--- src/rtl/mem_bridge_if.sv ---
// Bus interfaces around mem_bridge: the CPU data-memory port and the
// external variable-latency data-memory port.

interface cpu_bus_if #(
  parameter int Dbits = 32
);
  logic             cpu_req;
  logic             cpu_wr;
  logic [31:0]      cpu_addr;
  logic [Dbits-1:0] cpu_wdata;
  logic [Dbits-1:0] cpu_rdata;
  logic             cpu_enable;

  modport master (output cpu_req, cpu_wr, cpu_addr, cpu_wdata,
                  input  cpu_rdata, cpu_enable);
  modport slave  (input  cpu_req, cpu_wr, cpu_addr, cpu_wdata,
                  output cpu_rdata, cpu_enable);
endinterface

interface dmem_bus_if #(
  parameter int Dbits  = 32,
  parameter int AWIDTH = 10
);
  logic              dmem_req;
  logic              dmem_wr;
  logic [AWIDTH-1:0] dmem_addr;
  logic [Dbits-1:0]  dmem_wdata;
  logic [Dbits-1:0]  dmem_rdata;
  logic              dmem_ack;

  modport master (output dmem_req, dmem_wr, dmem_addr, dmem_wdata,
                  input  dmem_rdata, dmem_ack);
  modport slave  (input  dmem_req, dmem_wr, dmem_addr, dmem_wdata,
                  output dmem_rdata, dmem_ack);
endinterface

--- src/rtl/mem_bridge.sv ---
// Routes CPU loads/stores to external data memory (stalling until ack or
// timeout) or to zero-wait memory-mapped I/O registers.
//
// state  | meaning
// S_IDLE | no memory access in flight; I/O and errors complete here
// S_WAIT | memory request issued, waiting for ack or timeout
// S_DONE | return captured read data, release the stall for one cycle

module mem_bridge #(
  parameter int Dbits   = 32,
  parameter int AWIDTH  = 10,
  parameter int LEDW    = 16,
  parameter int TIMEOUT = 15
) (
  input  logic            clk,
  input  logic            rst,
  cpu_bus_if.slave        cpu,
  dmem_bus_if.master      dmem,
  input  logic [15:0]     i_switches,
  output logic [LEDW-1:0] o_leds,
  output logic            o_bus_err
);

  localparam int CW = $clog2(TIMEOUT + 1);

  typedef enum logic [1:0] {S_IDLE, S_WAIT, S_DONE} state_t;

  state_t            r_state, w_state_nxt;
  logic [CW-1:0]     r_wcnt;
  logic [AWIDTH-1:0] r_addr;
  logic              r_wr;
  logic [Dbits-1:0]  r_wdata;
  logic [Dbits-1:0]  r_rdata_q;
  logic [LEDW-1:0]   r_leds;
  logic [31:0]       r_cycle;
  logic              r_bus_err;

  logic              w_aligned, w_in_mem, w_is_led, w_is_cnt, w_is_sw;
  logic              w_mem_go, w_bad, w_led_we, w_timeout;
  logic [Dbits-1:0]  w_io_rdata;
  logic              w_dmem_req, w_dmem_wr, w_cpu_en;
  logic [AWIDTH-1:0] w_dmem_addr;
  logic [Dbits-1:0]  w_dmem_wdata, w_cpu_rdata;

  assign w_aligned = (cpu.cpu_addr[1:0] == 2'b00);
  assign w_in_mem  = (cpu.cpu_addr[31:16] == 16'h1001);
  assign w_is_led  = (cpu.cpu_addr == 32'h1003_0000);
  assign w_is_cnt  = (cpu.cpu_addr == 32'h1003_0004);
  assign w_is_sw   = (cpu.cpu_addr == 32'h1003_0008);
  assign w_mem_go  = cpu.cpu_req && w_aligned && w_in_mem;
  assign w_bad     = cpu.cpu_req &&
                     !(w_aligned && (w_in_mem || w_is_led || w_is_cnt || w_is_sw));
  assign w_led_we  = (r_state == S_IDLE) && cpu.cpu_req && cpu.cpu_wr && w_is_led;
  assign w_timeout = (r_wcnt == CW'(TIMEOUT - 1));

  always_comb begin
    w_io_rdata = '0;
    if (w_is_led)      w_io_rdata = Dbits'(r_leds);
    else if (w_is_cnt) w_io_rdata = Dbits'(r_cycle);
    else if (w_is_sw)  w_io_rdata = Dbits'(i_switches);
  end

  always_ff @(posedge clk or posedge rst) begin
    if (rst) r_state <= S_IDLE;
    else     r_state <= w_state_nxt;
  end

  always_comb begin
    w_state_nxt  = r_state;
    w_dmem_req   = 1'b0;
    w_dmem_wr    = 1'b0;
    w_dmem_addr  = r_addr;
    w_dmem_wdata = r_wdata;
    w_cpu_en     = 1'b0;
    w_cpu_rdata  = '0;
    case (r_state)
      S_IDLE: begin
        if (w_mem_go) begin
          w_dmem_req   = 1'b1;
          w_dmem_wr    = cpu.cpu_wr;
          w_dmem_addr  = cpu.cpu_addr[AWIDTH+1:2];
          w_dmem_wdata = cpu.cpu_wdata;
          w_state_nxt  = S_WAIT;
        end else begin
          w_cpu_en    = 1'b1;
          w_cpu_rdata = w_io_rdata;
        end
      end
      S_WAIT: begin
        w_dmem_wr = r_wr;
        if (dmem.dmem_ack || w_timeout) w_state_nxt = S_DONE;
      end
      S_DONE: begin
        w_cpu_en    = 1'b1;
        w_cpu_rdata = r_rdata_q;
        w_state_nxt = S_IDLE;
      end
      default: w_state_nxt = S_IDLE;
    endcase
  end

  always_ff @(posedge clk or posedge rst) begin
    if (rst) begin
      r_wcnt    <= '0;
      r_addr    <= '0;
      r_wr      <= 1'b0;
      r_wdata   <= '0;
      r_rdata_q <= '0;
      r_leds    <= '0;
      r_cycle   <= '0;
      r_bus_err <= 1'b0;
    end else begin
      r_cycle <= r_cycle + 32'd1;
      if (w_led_we) r_leds <= cpu.cpu_wdata[LEDW-1:0];
      case (r_state)
        S_IDLE: begin
          if (w_bad) r_bus_err <= 1'b1;
          if (w_mem_go) begin
            r_addr  <= cpu.cpu_addr[AWIDTH+1:2];
            r_wr    <= cpu.cpu_wr;
            r_wdata <= cpu.cpu_wdata;
            r_wcnt  <= '0;
          end
        end
        S_WAIT: begin
          if (dmem.dmem_ack) begin
            r_rdata_q <= r_wr ? '0 : dmem.dmem_rdata;
          end else if (w_timeout) begin
            r_rdata_q <= Dbits'(32'hDEAD_BEEF);
            r_bus_err <= 1'b1;
          end else begin
            r_wcnt <= r_wcnt + CW'(1);
          end
        end
        default: ;
      endcase
    end
  end

  // Reset must silence the bus and hold the CPU even before the first edge.
  assign dmem.dmem_req   = w_dmem_req & ~rst;
  assign dmem.dmem_wr    = w_dmem_wr & ~rst;
  assign dmem.dmem_addr  = w_dmem_addr;
  assign dmem.dmem_wdata = w_dmem_wdata;
  assign cpu.cpu_enable  = w_cpu_en & ~rst;
  assign cpu.cpu_rdata   = w_cpu_rdata;
  assign o_leds          = r_leds;
  assign o_bus_err       = r_bus_err;

endmodule

--- src/flat_wrapper.sv ---
// flat-port wrapper written by rule: the top's interface ports become plain ports
module mem_bridge_flat 
#(
  parameter int Dbits   = 32,
  parameter int AWIDTH  = 10,
  parameter int LEDW    = 16,
  parameter int TIMEOUT = 15
)
  (clk, rst, i_switches, o_leds, o_bus_err, cpu_cpu_req, cpu_cpu_wr, cpu_cpu_addr, cpu_cpu_wdata, cpu_cpu_rdata, cpu_cpu_enable, dmem_dmem_req, dmem_dmem_wr, dmem_dmem_addr, dmem_dmem_wdata, dmem_dmem_rdata, dmem_dmem_ack);
  cpu_bus_if #(.Dbits(Dbits)) cpu_i ();
  dmem_bus_if #(.Dbits(Dbits), .AWIDTH(AWIDTH)) dmem_i ();
  input  logic clk;
  input  logic rst;
  input  logic [15:0] i_switches;
  output logic [LEDW-1:0] o_leds;
  output logic o_bus_err;
  input wire logic [$bits(cpu_i.cpu_req)-1:0] cpu_cpu_req;
  input wire logic [$bits(cpu_i.cpu_wr)-1:0] cpu_cpu_wr;
  input wire logic [$bits(cpu_i.cpu_addr)-1:0] cpu_cpu_addr;
  input wire logic [$bits(cpu_i.cpu_wdata)-1:0] cpu_cpu_wdata;
  output wire logic [$bits(cpu_i.cpu_rdata)-1:0] cpu_cpu_rdata;
  output wire logic [$bits(cpu_i.cpu_enable)-1:0] cpu_cpu_enable;
  output wire logic [$bits(dmem_i.dmem_req)-1:0] dmem_dmem_req;
  output wire logic [$bits(dmem_i.dmem_wr)-1:0] dmem_dmem_wr;
  output wire logic [$bits(dmem_i.dmem_addr)-1:0] dmem_dmem_addr;
  output wire logic [$bits(dmem_i.dmem_wdata)-1:0] dmem_dmem_wdata;
  input wire logic [$bits(dmem_i.dmem_rdata)-1:0] dmem_dmem_rdata;
  input wire logic [$bits(dmem_i.dmem_ack)-1:0] dmem_dmem_ack;
  assign cpu_i.cpu_req = cpu_cpu_req;
  assign cpu_i.cpu_wr = cpu_cpu_wr;
  assign cpu_i.cpu_addr = cpu_cpu_addr;
  assign cpu_i.cpu_wdata = cpu_cpu_wdata;
  assign cpu_cpu_rdata = cpu_i.cpu_rdata;
  assign cpu_cpu_enable = cpu_i.cpu_enable;
  assign dmem_dmem_req = dmem_i.dmem_req;
  assign dmem_dmem_wr = dmem_i.dmem_wr;
  assign dmem_dmem_addr = dmem_i.dmem_addr;
  assign dmem_dmem_wdata = dmem_i.dmem_wdata;
  assign dmem_i.dmem_rdata = dmem_dmem_rdata;
  assign dmem_i.dmem_ack = dmem_dmem_ack;
  mem_bridge #(.Dbits(Dbits), .AWIDTH(AWIDTH), .LEDW(LEDW), .TIMEOUT(TIMEOUT)) u_core (.clk(clk), .rst(rst), .cpu(cpu_i), .dmem(dmem_i), .i_switches(i_switches), .o_leds(o_leds), .o_bus_err(o_bus_err));
endmodule
--- config.mk ---
export PLATFORM = sky130hd
export DESIGN_NAME = mem_bridge_flat
export DESIGN_NICKNAME = d
export VERILOG_FILES = /design/src/rtl/mem_bridge_if.sv /design/src/rtl/mem_bridge.sv /design/src/flat_wrapper.sv
export SDC_FILE = /design/constraint.sdc
export NUM_CORES = 1
export LEC_CHECK = 0
export ABC_AREA = 1
export CAP_MARGIN = 20
export CORE_MARGIN = 2
export CORE_UTILIZATION = 47
export DETAILED_ROUTE_END_ITERATION = 8
export GPL_TIMING_DRIVEN = 0
export PLACE_DENSITY = 0.78
export SLEW_MARGIN = 10
export SYNTH_ARGS = -nofsm -noshare
export SYNTH_HDL_FRONTEND = slang
export SYNTH_SLANG_ARGS = --single-unit
--- constraint.sdc ---
create_clock -name clk -period 5.45 [get_ports clk]
set_input_delay 1.09 -clock clk [delete_from_list [all_inputs] [get_ports clk]]
set_output_delay 1.09 -clock clk [all_outputs]
set_load 0.01 [all_outputs]
==> metrics.yaml <==
layout:
  fillers: 1082
  drive_gt1_frac: 0.0798
  fin_cells: 1216
  fin_area_sq_um: 9420
  diodes: 0
  multiInputGateArea_sq_um: 2740
  num-nets-final: 1148
  area_delta_synth_final_pct: 45.8
  seqCellArea_sq_um: 3250
synth:
  async_flop_share: 1.00
  yosys_register_bits: 130
  synth_top_area_share: 0.504
  synth_area_leaders: "dfrtp_1, nand2_1, nor2_1, nand3_1, o21ai_0"
  ys_types: 29
  yosysWarnings: 0
  syn_area_sq_um: 6460
  ys_seq_area_frac: 0.504
  synth_edf_count: 0
  synth_most_common_cell: "nand2_1"
  netlist_top_cells_count: "nand2_1, dfrtp_1, nor2_1"
  synth_top_cell_by_area: "dfrtp_1"
  syn_avg_cell_area_sq_um: 8.10
  synthCells: 798
  yosys_most_used_dff: "dfrtp_1"
  syn_nets: 918
place:
  io_buffers: 210
  dp_slack_ns: 0.811
  placed_area_sq_um: 8810
  hpwl_um: 15000
  dp_cells: 1185
  gp_congestion: 0.888
detailed_routing:
  drtIter0Drc: 403
  ant_nets: 0
  vias: 6283
  firstDrtPassIters: 5
  wl_per_cell_um: 16.3
  avgViaCountPerCell: 5.17
  drc: 0
  routed_wl_um: 19800
critical_path:
  cp-endpoint: "cpu_cpu_rdata[2]"
  crit_arrival_ns: 3.62
  cp-end-kind: "output pin"
  reg2reg_slack_ns: 3.61
  r2r-end: "u_core.r_cycle[22]"
  ff2ff_path_depth: 9
  critPathKind: "in -> out"
  worst_setup_path_start_kind: "input port"
  reg2reg_from: "u_core.r_cycle[0]"
  cp-startpoint: "cpu_cpu_addr[21]"
  required_ns: 4.36
  worstPathMaxFanout: 10
global_routing:
  gr-total-overflow: 0
  grt_pass1_wl_um: 31600
  grt_max_degree: 74
  grtUsageTotal: 0.280
  antenna_found_initial: 0
  grt_pass1_vias: 6240
floorplanning:
  initial_utilization: 0.484
  io_pins: 211
  die_area_sq_um: 14700
  core_area_sq_um: 13300
  fp.dieH_um: 121
  die_w_um: 121
  rows: 42
status:
  status: "finished, final reports clean"
min_path:
  hp-class: "reg -> reg"
cts:
  cts_hold_buf: 0
  clkTransAtPathRegs_ns: 0.05
  cts_tree: "built"
  clk_path_buf_depth: 2
  cts-resized-gates: 0
  post_cts_buffers: 0
  clock_sinks: 130
  htree_levels: 4
  cts_root_buf: "clkbuf_16"
  numCtsBuffers: 17
  clk_latency_ns: 0.42
power_and_ir_drop:
  irDropWorstVdd_v: 0.000240
  power_density_nw_per_um2: 243
  p_leak_nw: 4.25
timing:
  setup_tns_ns: 0
  fin_hold_ws_ns: 0.484
  worst_slew_pin_slew_ns: 0.549
  report.final.hold_viol_count: 0
  fin_ws_ns: 0.738
  setup_viol: 0
  max_freq_mhz: 212
  rsz0062_at_grt: "no"
  skew_ns: 0.00531
  fin_crit_ns: 4.71
  maxSlewHeadroom: 0.634
  finalCritPeriodShare: 0.865
  slew_violations: 0
run:
  drv_cap: 0
[worst min-delay path by stage]
stage / from / endpoint / slack, ns / cells after the start
finish: u_core.o_bus_err / u_core.o_bus_err / 0.48 / 2
global route: u_core.o_bus_err / u_core.o_bus_err / 0.51 / 2
CTS: u_core.o_bus_err / u_core.o_bus_err / 0.48 / 2
detailed placement: u_core.o_bus_err / u_core.o_bus_err / 0.47 / 2
global placement: u_core.o_bus_err / u_core.o_bus_err / 0.46 / 2
floorplan: u_core.r_cycle[31] / u_core.r_cycle[31] / 0.45 / 1
[registers in the layout (all words and copies together), names as in the netlist]
name	count
u_core.r_cycle	32
u_core.r_rdata_q	32
u_core.r_wdata	32
u_core.o_leds	16
u_core.r_addr	10
u_core.r_wcnt	4
u_core.r_state	2
u_core.o_bus_err	1
u_core.r_wr	1
[routing by layer]
metal,vias up,track usage,part of all wire,wire length [um]
met5,-,0,0,0
met4,0,0.102,0.027,542
met3,41,0.0799,0.069,1370
met2,217,0.449,0.48,9480
met1,2994,0.362,0.42,8420
li1,3031,-,-,-
[through the flow]
stage | total power [W] | utilization
2_1_floorplan | 0.00104 | -
3_3_place_gp | 0.00114 | 0.658
3_5_place_dp | 0.00114 | 0.660
4_1_cts | 0.00230 | 0.706
5_1_grt | 0.00235 | 0.706
6_report | 0.00229 | 0.706
[worst max-delay path, cell delays in order]
cell and delay [ns]:
clkdlybuf4s50_1 0.42, nor2_1 0.18, nand2_1 0.12, nor2_1 0.14
nand2_1 0.10, nor2_2 0.33, buf_4 0.23, nand2_1 0.08
nand3_1 0.09, nand2_1 0.06, o21ai_0 0.17, clkdlybuf4s50_1 0.61
[power breakdown]
part           switching, W  internal [W]  total (W)  leakage, nW
logic             0.0000557     0.0000856   0.000141         2.24
clock network      0.000413      0.000751    0.00116        0.284
registers        0.00000386      0.000978   0.000982         1.73
[cell usage in the layout, fill, tap and decap left out, types with 17 or more instances in the layout]
cell / netlist / routed
xor2_1: 19 / 19
inv_1: 76 / 75
nand3_1: 90 / 90
nand2_1: 160 / 160
o21ai_0: 64 / 64
buf_2: 17 / 17
nor2_1: 124 / 124
clkbuf_16: 0 / 17
a22oi_1: 18 / 18
dfrtp_1: 130 / 130
clkdlybuf4s50_1: 0 / 210
[area by class of cell]
cell class	instances	area share
sequential	130	0.345
multi-input combinational	556	0.291
timing repair buffer	211	0.226
clock buffer	22	0.0503
inverter	81	0.0328
tap	176	0.0234
buffer	31	0.0170
clock inverter	9	0.0138
[cells by family after synthesis]
logic type,Yosys count,share of synthesized area
AND/OR/NAND/NOR,427,0.296
adder cells (fa/ha/maj),3,0.00581
buffers and inverters,112,0.0719
XOR/XNOR,32,0.0434
flip-flops,130,0.504
AO/OA/AOI/OAI,94,0.0798
Note: power is estimated with default switching activity, not from simulation.
